<file path="src/rtl/fifo_rd_packer.sv">
// fifo_rd_packer: pops words from a show-ahead FIFO and packs RATIO of them into one valid/ready beat.
// A flush request emits the partial beat that has been collected so far, with a word-keep mask.
module fifo_rd_packer #(
  parameter int DWIDTH = 32,
  parameter int RATIO  = 4
) (
  input  logic                     rclk,
  input  logic                     rrstn,
  input  logic                     fifo_rempty,
  input  logic [DWIDTH-1:0]        fifo_rdata,
  output logic                     fifo_rden,
  input  logic                     flush,
  output logic                     m_valid,
  input  logic                     m_ready,
  output logic [DWIDTH*RATIO-1:0]  m_data,
  output logic [RATIO-1:0]         m_keep,
  output logic                     m_last
);
  localparam int IW = RATIO > 1 ? $clog2(RATIO) : 1;
  localparam logic [0:0] S_ACC   = 1'b0;
  localparam logic [0:0] S_FLUSH = 1'b1;

  logic [0:0]              r_state;
  logic [IW-1:0]           r_idx;
  logic                    r_flush_pend;
  logic [DWIDTH-1:0]       r_acc [RATIO];
  logic                    w_slot_free;
  logic                    w_fill;
  logic                    w_emit;
  logic [DWIDTH*RATIO-1:0] w_full;
  logic [DWIDTH*RATIO-1:0] w_part;
  logic [RATIO-1:0]        w_part_keep;

  assign w_slot_free = ~m_valid | m_ready;
  assign w_fill      = r_idx == IW'(RATIO - 1);
  // The m_ready -> fifo_rden path is combinational so a full beat can pop every cycle.
  assign fifo_rden   = rrstn & ~fifo_rempty & (r_state == S_ACC) & ~r_flush_pend & (~w_fill | w_slot_free);
  assign w_emit      = (r_state == S_FLUSH) & (r_idx != '0) & w_slot_free;

  // The top word of a full beat comes straight from the FIFO head; stale words are masked on flush.
  always_comb begin
    w_full      = '0;
    w_part      = '0;
    w_part_keep = '0;
    for (int i = 0; i < RATIO; i++) begin
      w_full[i*DWIDTH +: DWIDTH] = (i == RATIO - 1) ? fifo_rdata : r_acc[i];
      w_part_keep[i]             = IW'(i) < r_idx;
      w_part[i*DWIDTH +: DWIDTH] = w_part_keep[i] ? r_acc[i] : '0;
    end
  end

  always_ff @(posedge rclk or negedge rrstn) begin
    if (!rrstn) begin
      r_state      <= S_ACC;
      r_idx        <= '0;
      r_flush_pend <= 1'b0;
      r_acc        <= '{default: '0};
      m_valid      <= 1'b0;
      m_data       <= '0;
      m_keep       <= '0;
      m_last       <= 1'b0;
    end else begin
      if (fifo_rden) begin
        r_acc[r_idx] <= fifo_rdata;
        r_idx        <= w_fill ? '0 : r_idx + 1'b1;
      end
      if (r_state == S_ACC) begin
        if (flush) begin
          r_state      <= S_FLUSH;
          r_flush_pend <= 1'b1;
        end
      end else if (r_idx == '0 || w_slot_free) begin
        r_state      <= S_ACC;
        r_flush_pend <= 1'b0;
        r_idx        <= '0;
      end
      if (fifo_rden && w_fill) begin
        m_valid <= 1'b1;
        m_data  <= w_full;
        m_keep  <= '1;
        m_last  <= 1'b0;
      end else if (w_emit) begin
        m_valid <= 1'b1;
        m_data  <= w_part;
        m_keep  <= w_part_keep;
        m_last  <= 1'b1;
      end else if (m_ready) begin
        m_valid <= 1'b0;
      end
    end
  end
endmodule
</file>
<file path="config.mk">
export PLATFORM = sky130hd
export DESIGN_NAME = fifo_rd_packer
export DESIGN_NICKNAME = d
export VERILOG_FILES = /design/src/rtl/fifo_rd_packer.sv
export SDC_FILE = /design/constraint.sdc
export NUM_CORES = 1
export LEC_CHECK = 0
export ABC_AREA = 0
export CAP_MARGIN = 20
export CORE_ASPECT_RATIO = 1.5
export CORE_MARGIN = 8
export CORE_UTILIZATION = 56
export CTS_BUF_LIST = sky130_fd_sc_hd__clkbuf_8 sky130_fd_sc_hd__clkbuf_16
export CTS_CLUSTER_SIZE = 10
export DETAILED_ROUTE_END_ITERATION = 8
export DONT_BUFFER_PORTS = 1
export GPL_TIMING_DRIVEN = 0
export PLACE_DENSITY = 0.78
export SLEW_MARGIN = 40
export SYNTH_ARGS = -nofsm -noshare
export SYNTH_HDL_FRONTEND = slang
export SYNTH_SLANG_ARGS = --single-unit
</file>
<file path="constraint.sdc">
create_clock -name rclk -period 1.9 [get_ports rclk]
set_input_delay 0.38 -clock rclk [delete_from_list [all_inputs] [get_ports rclk]]
set_output_delay 0.38 -clock rclk [all_outputs]
set_load 0.005 [all_outputs]
</file>
==> results.toml <==
[cts]
cts_root_buf = "clkbuf_16"
h-tree-depth = 1
cts_buffers = 27
path_clk_slew_ns = 0.06
clock-sinks = 234
ctsLongestPathBuffers = 3
clk_latency_ns = 0.51
cts_tree = "built"

[floorplan]
fp.dieArea_um2 = 20000
num_rows = 56
die_h_um = 169
start_util = 0.565
coreArea_um2 = 15500
ios = 172
die-width_um = 118

[sta]
worst_slew_pin_slew_ns = 0.505
whs_ns = -0.423
slew_headroom = 0.664
fmax_mhz = 476
fin_skew_ns = 0.0103
drv_slew = 0
period_share = 1.11
min_period_ns = 2.10
worst_slack_ns = -0.201
grt_setup_unrepaired = "yes"
final_hold_viol_count = 234
finalSetupViolCount = 212

[critical_path]
crit_required_ns = 1.52
critPathMaxStageDelay_ns = 0.57
worstPathArrival_ns = 1.72
rrSetupSlack_ns = -0.19
worst-path-buf-inv = 0
r2r_start = "r_flush_pend"
end_kind = "output pin"
crit_path_max_fanout = 5
worstPathCellList = "or4b_4, a21oi_4"
cp-startpoint = "r_flush_pend"
crit_slowest_cell = "or4b_4"
cp_top_family = "simple AND/OR/NAND/NOR gates"
path_class = "register to output pin"
critPathLaunchType = "register"

[power_and_ir_drop]
powerDensity_nw_per_um2 = 1080
totalPowerFinal_mw = 12.2
ir_worst_vdd_v = 0.000857
p_leak_nw = 5.48

[routing]
finalWirelength_um = 24600
drtIter0Drc = 323
avgRoutedWirePerCell_um = 27.3
drc = 0
drt_pre_antenna_iters = 4
vias = 5417
antenna_left = 0
vias_per_cell = 6.02

[global_routing]
grt_max_degree = 236
gr-total-overflow = 0
antenna_found_initial = 0
grt_pass1_wl_um = 35100
grt_use_total = 0.227
grt_pass1_vias = 5888

[worst_hold_path]
hp-class = "input pin to asynchronous set/reset pin"

[finish]
num-fill-cells = 952
final_cells = 900
area_growth_pct = 28.4
multi_input_area_um2 = 3070
register_area_um2 = 5860
antenna_cells = 0
drive_above_1_share = 0.422
fin_util = 0.726
fin_nets = 741

[synthesis]
synth-seq-area-share = 0.669
synthCells = 602
ys_top_cells_by_area = "dfrtp_1 (67%), mux2_2 (17%), a22o_1 (6.5%)"
ys_ff_latch = 234
synth_top_area_share = 0.669
syn_avg_cell_area_um2 = 14.5
synthesis.area_um2 = 8750
synth_nets = 645
synth_area_leader_cell = "dfrtp_1"
synth_warnings = 0
synthDistinctLibCells = 26

[run]
drv_cap = 0

[run_status]
violations = "hold timing, setup timing"
outcome = "complete, but fails checks"

[placed_design]
gp_congestion = 0.812
dp_cells = 805
portBuffers = 0
place.detailed.hpwl_um = 14500
==> where the power goes <==
part	total (mW)	internal [mW]	switching [mW]	leakage, nW
clock	4.31	2.48	1.82	0.337
sequential	6.54	5.90	0.643	3.10
combinational	1.33	0.865	0.469	2.04
total	12.2	9.25	2.93	5.48
==> cell families (layout without fill, tap and decap cells) <==
kind of cell	Yosys count	count (layout)	synth area share
AOI/OAI and AO/OA	108	109	0.0917
adders and majority gates	6	6	0.00858
buffers and inverters	40	133	0.0230
DFF	234	234	0.669
muxes	130	130	0.167
and+or+nand+nor	84	85	0.0405
==> synthesized netlist by cell type <==
library cell	count
nand3_1	1
nor2_1	5
o21ai_0	34
a22o_1	65
or4b_1	1
inv_1	3
dfrtp_1	234
nand3b_1	1
nand2b_1	1
nor2b_1	2
buf_6	3
nor3b_1	1
a21o_1	4
o22ai_1	1
nor3_4	1
a21oi_1	2
o211ai_1	1
nand2_1	69
a21oi_2	1
mux2i_1	1
ha_1	6
nor3_1	1
mux2_2	129
nor2_2	1
clkbuf_1	11
buf_2	23
==> cell type report <==
cell class,count,area share
tap,203,0.0226
timing repair buffer,67,0.0825
inverter,3,0.00100
buffer,35,0.0385
multi-input combinational,330,0.273
clock buffer,27,0.0601
clock inverter,1,0.000780
sequential,234,0.521
==> metal layers <==
metal	GRT usage	share of wire	vias up
met2	0.406	0.53	225
met4	0.0912	0.033	0
met5	0	0	-
met1	0.243	0.35	2820
li1	-	-	2311
met3	0.0717	0.083	61
==> layout by cell type (no fill, tap or decap), types with 2 or more instances in the layout <==
master         count
a21o_4             2
buf_4             15
o21ai_2           21
clkbuf_4           4
buf_12            13
ha_1               4
dlygate4sd3_1     32
buf_8              9
nand2_2            9
buf_16             2
mux2_2           128
o21ai_0            7
inv_1              3
clkbuf_16         38
nand2_4           21
nand2_1           39
a21oi_1            2
buf_6             12
a22o_1            65
o21ai_1            5
nor2_4             3
dfrtp_1          232
nor2_1             4
a21o_1             2
clkbuf_8           2
dfrtp_2            2
==> final timing paths <==
kind | cells past startpoint | endpoint
worst max-delay path | 2 | fifo_rden
worst min-delay path | 0 | m_data[96]
worst max register to register | 7 | m_data[13]
worst min register to register | 1 | m_data[65]
max in group asynchronous | 0 | m_data[8]
min in group rclk | 1 | r_acc[125]
==> worst register-to-register path: cells and delay by family, from the launching register on <==
family | cells | cell delay, ns
buffers and inverters | 3 | 0.47
flip-flops | 1 | 0.37
multiplexers | 1 | 0.28
AND/OR/NAND/NOR | 3 | 0.86
==> registers in the layout (all words and copies together), names as in the netlist <==
name	cells
r_idx	2
r_flush_pend	1
r_state	1
m_last	1
m_keep	4
m_data	128
m_valid	1
r_acc	96
==> timing repair <==
item                                    4_1_cts  5_1_grt
pin swaps                                     4       49
endpoints found under the hold margin       255      245
endpoints found under the setup margin      230      218
buffers inserted                             11        8
resized for setup                            90      126
gates cloned                                  7       12
hold buffers                                 21       11
==> metrics by stage <==
stage	TNS [ns]	hold slack [ns]	worst slack (ns)	cell area, um^2
after detailed placement	-106.63	0.0935	-0.723	9040
after CTS	-22.47	-0.443	-0.207	10400
final	-20.56	-0.423	-0.201	11200
after floorplan	-17.29	0.0844	-0.110	8780
after global routing	-31.81	-0.443	-0.234	11200
after global placement	-92.75	0.0937	-0.609	9040
No activity file was read; power rests on OpenSTA's default activity.
